File: config.mk
export PLATFORM = sky130hd
export DESIGN_NAME = srng_uart_streamer
export DESIGN_NICKNAME = d
export VERILOG_FILES = /design/src/rtl/srng_pkg.sv /design/src/rtl/srng_uart_streamer_uart_tx.sv /design/src/rtl/srng_uart_streamer.sv
export SDC_FILE = /design/constraint.sdc
export NUM_CORES = 1
export LEC_CHECK = 0
export ABC_AREA = 1
export CAP_MARGIN = 30
export CORE_ASPECT_RATIO = 1.1
export CORE_MARGIN = 2
export CORE_UTILIZATION = 30
export DETAILED_ROUTE_END_ITERATION = 8
export MAX_ROUTING_LAYER = met4
export PLACE_DENSITY_LB_ADDON = 0.2
export SYNTH_ARGS = -nofsm -noshare
export SYNTH_HDL_FRONTEND = slang
export SYNTH_HIERARCHICAL = 1
export SYNTH_SLANG_ARGS = --single-unit
export TNS_END_PERCENT = 20
File: constraint.sdc
create_clock -name clk -period 2.17 [get_ports clk]
set_input_delay 0.434 -clock clk [delete_from_list [all_inputs] [get_ports clk]]
set_output_delay 0.434 -clock clk [all_outputs]
set_load 0.01 [all_outputs]
File: src/rtl/srng_pkg.sv
`default_nettype none
// ============================================================================
// Module      : srng_pkg
// Description : Shared constants and FSM encoding for the SRNG UART streamer.
//               SRNG_STREAM_SYNC_EN adds the SYNC state encoding.
// Revision    : 1.0 - initial release
// ============================================================================
package srng_pkg;
    localparam logic [7:0] ADDR_STATUS = 8'h09;
    localparam logic [7:0] ADDR_DATA   = 8'h10;
    localparam int         READY       = 0;
    localparam int         ERROR       = 1;
    localparam logic [7:0] SYNC_BYTE   = 8'hA5;

    typedef enum logic [2:0] {
        ST_IDLE = 3'd0,
        ST_POLL = 3'd1,
        ST_READ = 3'd2,
        ST_SEND = 3'd3,
        ST_WAIT = 3'd4
`ifdef SRNG_STREAM_SYNC_EN
        ,
        ST_SYNC = 3'd5
`endif
    } state_t;
endpackage
`default_nettype wire

File: src/rtl/srng_uart_streamer_uart_tx.sv
`default_nettype none
// ============================================================================
// Module      : uart_tx
// Description : 8N1 UART transmitter; done pulses for one cycle after the
//               stop bit has been held for its full period.
// Revision    : 1.0 - initial release
// ============================================================================
module uart_tx #(
    parameter int CLKS_PER_BIT = 217
) (
    input  logic       clk,
    input  logic       reset,
    input  logic       start,
    input  logic [7:0] data,
    output logic       tx,
    output logic       done
);
    localparam logic [15:0] c_bit_last = 16'(CLKS_PER_BIT - 1);

    logic        r_active;
    logic [15:0] r_cnt;
    logic [3:0]  r_bit;
    logic [7:0]  r_shift;
    logic        r_tx;
    logic        r_done;

    // r_bit: 0 = start bit, 1..8 = data bits, 9 = stop bit
    always_ff @(posedge clk) begin
        if (reset) begin
            r_active <= 1'b0;
            r_cnt    <= 16'd0;
            r_bit    <= 4'd0;
            r_shift  <= 8'd0;
            r_tx     <= 1'b1;
            r_done   <= 1'b0;
        end else begin
            r_done <= 1'b0;
            if (!r_active) begin
                if (start) begin
                    r_active <= 1'b1;
                    r_cnt    <= 16'd0;
                    r_bit    <= 4'd0;
                    r_shift  <= data;
                    r_tx     <= 1'b0;
                end
            end else if (r_cnt == c_bit_last) begin
                r_cnt <= 16'd0;
                if (r_bit == 4'd9) begin
                    r_active <= 1'b0;
                    r_done   <= 1'b1;
                    r_tx     <= 1'b1;
                end else begin
                    r_bit <= r_bit + 4'd1;
                    if (r_bit == 4'd8) begin
                        r_tx <= 1'b1;
                    end else begin
                        r_tx    <= r_shift[0];
                        r_shift <= {1'b0, r_shift[7:1]};
                    end
                end
            end else begin
                r_cnt <= r_cnt + 16'd1;
            end
        end
    end

    assign tx   = r_tx;
    assign done = r_done;
endmodule
`default_nettype wire

File: src/rtl/srng_uart_streamer.sv
`default_nettype none
// ============================================================================
// Module      : srng_uart_streamer
// Description : Polls the srng core for ready words and streams each one as
//               four LSB-first UART bytes. Define SRNG_STREAM_SYNC_EN to
//               prefix every word with the 0xA5 sync byte.
// Revision    : 1.0 - initial release
// ============================================================================
module srng_uart_streamer
    import srng_pkg::*;
#(
    parameter int CLKS_PER_BIT = 217
) (
    input  logic        clk,
    input  logic        reset,
    input  logic        enable,
    output logic        core_cs,
    output logic        core_we,
    output logic [7:0]  core_address,
    output logic [31:0] core_write_data,
    input  logic [31:0] core_read_data,
    output logic        uart_tx,
    output logic        busy,
    output logic        error,
    output logic [31:0] words_sent
);
    state_t      r_state;
    logic [31:0] r_word;
    logic [1:0]  r_byte_idx;
    logic        r_tx_start;
    logic        r_core_cs;
    logic [7:0]  r_core_address;
    logic        r_busy;
    logic        r_error;
    logic [31:0] r_words_sent;
    logic [7:0]  w_tx_data;
    logic        w_tx_done;

    always_comb begin
        w_tx_data = r_word[{r_byte_idx, 3'b000} +: 8];
`ifdef SRNG_STREAM_SYNC_EN
        if (r_state == ST_SYNC) w_tx_data = SYNC_BYTE;
`endif
    end

    // Outputs are registered: each transition sets what the next state drives.
    always_ff @(posedge clk) begin
        if (reset) begin
            r_state        <= ST_IDLE;
            r_word         <= 32'd0;
            r_byte_idx     <= 2'd0;
            r_tx_start     <= 1'b0;
            r_core_cs      <= 1'b0;
            r_core_address <= 8'h00;
            r_busy         <= 1'b0;
            r_error        <= 1'b0;
            r_words_sent   <= 32'd0;
        end else begin
            r_tx_start <= 1'b0;
            case (r_state)
                ST_IDLE: begin
                    if (enable) begin
                        r_busy <= 1'b1;
`ifdef SRNG_STREAM_SYNC_EN
                        r_state    <= ST_SYNC;
                        r_tx_start <= 1'b1;
`else
                        r_state        <= ST_POLL;
                        r_core_cs      <= 1'b1;
                        r_core_address <= ADDR_STATUS;
`endif
                    end
                end
                ST_POLL: begin
                    if (core_read_data[ERROR]) r_error <= 1'b1;
                    if (core_read_data[READY]) begin
                        r_state        <= ST_READ;
                        r_core_address <= ADDR_DATA;
                    end
                end
                ST_READ: begin
                    r_word     <= core_read_data;
                    r_byte_idx <= 2'd0;
                    r_core_cs  <= 1'b0;
                    r_tx_start <= 1'b1;
                    r_state    <= ST_SEND;
                end
                ST_SEND: begin
                    r_state <= ST_WAIT;
                end
                ST_WAIT: begin
                    if (w_tx_done) begin
                        if (r_byte_idx == 2'd3) begin
                            r_words_sent <= r_words_sent + 32'd1;
                            if (enable) begin
`ifdef SRNG_STREAM_SYNC_EN
                                r_state    <= ST_SYNC;
                                r_tx_start <= 1'b1;
`else
                                r_state        <= ST_POLL;
                                r_core_cs      <= 1'b1;
                                r_core_address <= ADDR_STATUS;
`endif
                            end else begin
                                r_state <= ST_IDLE;
                                r_busy  <= 1'b0;
                            end
                        end else begin
                            r_byte_idx <= r_byte_idx + 2'd1;
                            r_tx_start <= 1'b1;
                            r_state    <= ST_SEND;
                        end
                    end
                end
`ifdef SRNG_STREAM_SYNC_EN
                ST_SYNC: begin
                    if (w_tx_done) begin
                        r_state        <= ST_POLL;
                        r_core_cs      <= 1'b1;
                        r_core_address <= ADDR_STATUS;
                    end
                end
`endif
                default: begin
                    r_state   <= ST_IDLE;
                    r_busy    <= 1'b0;
                    r_core_cs <= 1'b0;
                end
            endcase
        end
    end

    uart_tx #(
        .CLKS_PER_BIT(CLKS_PER_BIT)
    ) u_uart_tx (
        .clk   (clk),
        .reset (reset),
        .start (r_tx_start),
        .data  (w_tx_data),
        .tx    (uart_tx),
        .done  (w_tx_done)
    );

    assign core_cs         = r_core_cs;
    assign core_we         = 1'b0;
    assign core_address    = r_core_address;
    assign core_write_data = 32'd0;
    assign busy            = r_busy;
    assign error           = r_error;
    assign words_sent      = r_words_sent;
endmodule
`default_nettype wire

======== After elaboration in Yosys (flattened, before gate mapping) ========
Cells that the tools add are included.
storage, ports and cells
  logic and storage cells ................. 106
  output and inout bits ................... 77
  bits in registers ....................... 112
  bits of input ports ..................... 35
operators by class
  multiplexer cells ....................... 48
  add/subtract/negate cells ............... 4
  reductions and logical operators ........ 17
  equality and inequality tests ........... 17
  bitwise operators ....................... 4
  shift-type cells ........................ 1
operators with widths
  kind                                            count
  2-to-1 mux 8 bit                                9
  2-to-1 mux 16 bit                               3
  adder 32 x 1 -> 32 bit, second input constant   1
  variable part select 32 x 6 -> 8 bit            1
  one-hot mux 8 bit (3 select lines)              1
  2-to-1 mux 1 bit                                20
  adder 16 x 1 -> 16 bit, second input constant   1
  == test 16 x 8 -> 1 bit, second input constant  1
  2-to-1 mux 4 bit                                4
  inequality test 2 bit, second input constant    8
  one-hot mux 3 bit (5 select lines)              1
  AND reduction 3 bit                             5
  2-to-1 mux 3 bit                                4
  == test 4 bit, second input constant            2
  AND reduction 4 bit                             2
  == test 3 x 2 -> 1 bit, second input constant   2
  one-hot mux 1 bit (3 select lines)              2
  OR reduction 3 bit                              2
  AND reduction 5 bit                             1
  adder 4 x 1 -> 4 bit, second input constant     1
  2-to-1 mux 2 bit                                2
  inverter 1 bit                                  4
  one-hot mux 2 bit (2 select lines)              1
  AND reduction 2 bit                             2
  other kinds (10)                                11

======== Depth between registers and ports, before layout ========
  word-level depth ........................ 5
  mapped depth ............................ 11
  depth with buffers taken out ............ 10

======== By module ========
Netlist, hierarchy kept.
modules (own cells, without submodules)
  module              area each (um2)  cells an instance  times used  sequential area each (um2)
  srng_uart_streamer  3920.0           566                1           1501.4
  uart_tx             1884.3           277                1           620.6

======== Worst setup path before layout ========
No wires, ideal clock.
  path kind ............................... reg-to-reg
  start point ............................. reg r_byte_idx[0]
  end point ............................... reg u_uart_tx.r_shift[4]
  data required time ...................... 2055 ps
  path slack .............................. 667 ps
  period minus slack after synthesis ...... 1503 ps
  stages on the path, launching flop included .. 11
  arrival time ............................ 1388 ps
  path buffers ............................ 2
  cell sequence ........................... dfxtp_1 > buf_2 > inv_1 > clkbuf_1 > o21ai_0 > a21oi_1 > a21oi_1 > mux2i_1 > nand3_1 > nand2_1 > nor2_1
between the ends
  longest elaborated chain between the ends .. 3
ends and longest elaborated chain
  what                                  line                              source
  start, declared                       srng_uart_streamer.sv:29          logic [1:0] r_byte_idx;
  start signal, assigned                srng_uart_streamer.sv:109         r_byte_idx <= r_byte_idx + 2'd1;
  variable part select 32 x 6 -> 8 bit  srng_uart_streamer.sv:40          w_tx_data = r_word[{r_byte_idx, 3'b000} +: 8];
  named net w_tx_data[4]                srng_uart_streamer.sv:36          logic [7:0] w_tx_data;
  2-to-1 mux 8 bit                      srng_uart_streamer_uart_tx.sv:39  if (start) begin
  2-to-1 mux 8 bit                      srng_uart_streamer_uart_tx.sv:38  if (!r_active) begin
  end signal, assigned                  srng_uart_streamer_uart_tx.sv:43  r_shift <= data;
  end signal, assigned                  srng_uart_streamer_uart_tx.sv:58  r_shift <= {1'b0, r_shift[7:1]};
  end, declared                         srng_uart_streamer_uart_tx.sv:23  logic [7:0] r_shift;
The timed path passes the listed nets, and every way through them passes these cells. The select of a mux whose other input is x is not followed.
A chain may end at the register's enable or synchronous reset.

======== Final worst setup path ========
  start point ............................. reg r_words_sent[2], in the netlist words_sent[2]
  end point ............................... out words_sent[2]
RTL lines
  what                    line                      source
  start, declared         srng_uart_streamer.sv:35  logic [31:0] r_words_sent;
  start signal, assigned  srng_uart_streamer.sv:94  r_words_sent <= r_words_sent + 32'd1;
  end, declared           srng_uart_streamer.sv:25  output logic [31:0] words_sent
No word-level cell between the ends.

==> reports/metrics.csv <==
metric;value;unit
CTS max path bufs;2;
Iteration-0 DRC Markers;284;
count of warnings emitted by yosys;6;
core region area;19000;µm²
Hold Startpoint;r_word[5];
VDD IR max;0.000375;V
Routed Antenna Nets;0;
critical path peak fanout;7;
die footprint;20500;µm²
Mapped Area;5800;µm²
Root Driver;clkbuf_16;
initial core utilization;30.5;%
ANT cells;0;
reg-to-reg startpoint;r_byte_idx[1];
CTS sink cnt;106;
Die X;137;µm
GRT overflow;0;
# hold bufs at CTS;0;
metal3 WL;472;µm
antenna violations before repair;0;
detailed-route wire length;14900;µm
Worst R2R Setup Slack;0.35;ns
final hold violation count;0;
Core Util, Final;36.1;%
routed length on met2;6950;µm
via count;5284;
setup TNS;0;ns
wl on met1;7160;µm
CP peak stage delay;0.60;ns
Slew Limit Fails;0;
crit-path leading delay family;buffers and inverters;
cell-by-cell trace of the critical path;clkdlybuf4s50_1;
RSZ-0062 raised after global routing;no;
total track usage;15.5;%
H-Tree Level Count;3;
Die Ht;150;µm
Post-CTS Setup Inserts;0;
final net count;946;
status;complete, no violations;
most common cell after layout, fill and taps aside;nand2_1;
post-detail-place hpwl;10600;µm
most frequent cells in the layout;159 x nand2_1, 106 x dfxtp_1, 99 x inv_1;
WHS Path Cells;2;
min Tclk post-route;1.86;ns
# DRC;0;
count of final setup violators;0;
Distinct cells, synth;45;
largest net degree at the start of global routing;65;
Port Buf Inserts;73;
layout cells sized above 1;6.73;%
Skew-Pair Late Insertion Delay;0.36;ns
power density over the cells;753;nW/µm²
Top Ports;112;
fin worst setup slack;0.307;ns
Syn-to-layout area delta;18.4;%
Crit-path slowest cell;clkdlybuf4s50_1;
R2R cell count;10;
Hold WC Path Type;flop to flop;
worst slack, placed;0.357;ns
Avg Vias per Cell;4.58;
TritonRoute pass-1 iters;4;
cts bufs inserted;9;
post-cts resize count;0;
Final Cycle Share;85.8;%
FP Rows;53;
#FFs+latches synth;106;
highest clock rate;537;MHz
clk slew on worst S/H paths;0.07;ns
crit path kind;flop to primary output;
CP arrival;1.43;ns
first-pass GRT wire length;24600;µm
worst r2r dst;words_sent[31];
vias in the first global route;4983;
GPL Wtd Cong;0.840;
startpoint class of the critical path;flop;
Post-Syn Instances;843;
CTS tree;done;
Worst Path Required;1.74;ns
Synth Area per Inst;6.89;µm²
Buf/Inv on CP;1;
Final Skew;0.0106;ns
highest routed layer;met4;
# Max-Cap Violations;0;
sequential share of the synthesized area;36.6;%
routed len/inst;12.9;µm
Leakage;2.59;nW
Hold Path Sink;r_word[5];
CP Capture Type;primary output;
==> routing by layer <==
layer | GRT usage [%] | up-vias
met5 | - | -
li1 | - | 2774
met1 | 19.6 | 2407
met2 | 24.7 | 81
met4 | 6.46 | 0
met3 | 2.34 | 22
==> final cells by class <==
| cell class | instances | area [µm²] |
|---|---|---|
| Multi-Input combinational cell | 602 | 2970 |
| Inverter | 102 | 383 |
| Timing Repair Buffer | 83 | 831 |
| Clock buffer | 11 | 243 |
| Sequential cell | 106 | 2120 |
| Fill cell | 2053 | 12200 |
| Tap cell | 247 | 309 |
| Clock inverter | 3 | 17.5 |
==> Yosys cell counts (all sizes together) <==
library cell  count  area share (%)
and3              1            0.11
nand4            19             2.0
o211ai            1            0.13
nand3            62             5.6
nand3b            2            0.26
a31o              1            0.15
ha                7             1.5
a211oi            1            0.13
nor3b             3            0.67
xnor2             1            0.15
inv             102             6.6
mux2i             7             1.2
buf              57             7.4
nor2            110             8.3
conb              1           0.065
nand2           165              11
dfxtp           106              37
a221oi            1            0.15
a21oi           104             9.4
o21ai            56             4.9
nor3             10            0.95
o21bai            4            0.52
xor2              4            0.60
o21a              2            0.26
a31oi             3            0.32
clkbuf           13            0.84
==> kinds of logic after synthesis <==
logic type,synth area share (%)
compound gates,15.9
buf+inv,14.8
mux,1.21
xor+xnor,0.754
other cells,0.0646
simple gates,29.2
flops,36.6
fa+ha+maj,1.51
==> power by group <==
group	total [mW]	switching, mW	internal, mW	leakage, nW
combinational	1.30	0.773	0.526	1.61
clock	1.52	0.724	0.794	0.127
sequential	2.36	0.167	2.19	0.858
total	5.18	1.66	3.51	2.59
==> flip-flops by register name, summed over array words and instances, names as in the netlist <==
register,count
busy,1
core_address,2
core_cs,1
error,1
r_byte_idx,2
r_state,3
r_tx_start,1
r_word,32
u_uart_tx/done,1
u_uart_tx/r_active,1
u_uart_tx/r_bit,4
u_uart_tx/r_cnt,16
u_uart_tx/r_shift,8
u_uart_tx/tx,1
words_sent,32
==> how the worst max path moves through the flow <==
stage,start,slack [ns],cells past startpoint,to
after detailed placement,r_byte_idx[1],0.36,10,words_sent[31]
after global placement,r_byte_idx[1],0.40,10,words_sent[31]
after global routing,r_byte_idx[1],0.16,10,words_sent[31]
final,words_sent[2],0.31,1,words_sent[2]
after floorplan,r_byte_idx[0],0.67,10,u_uart_tx/r_shift[4]
after CTS,words_sent[25],0.27,1,words_sent[25]
==> stage by stage <==
stage	instances	instance area (µm²)	hold slack [ns]	power [mW]
after floorplan	880	5940	0.424	3.35
after global placement	1140	6610	0.437	3.71
after detailed placement	1140	6610	0.438	3.71
after CTS	1154	6870	0.449	5.25
after global routing	1154	6870	0.459	5.55
final	1154	6870	0.446	5.18
No activity file was read; power rests on OpenSTA's default activity.
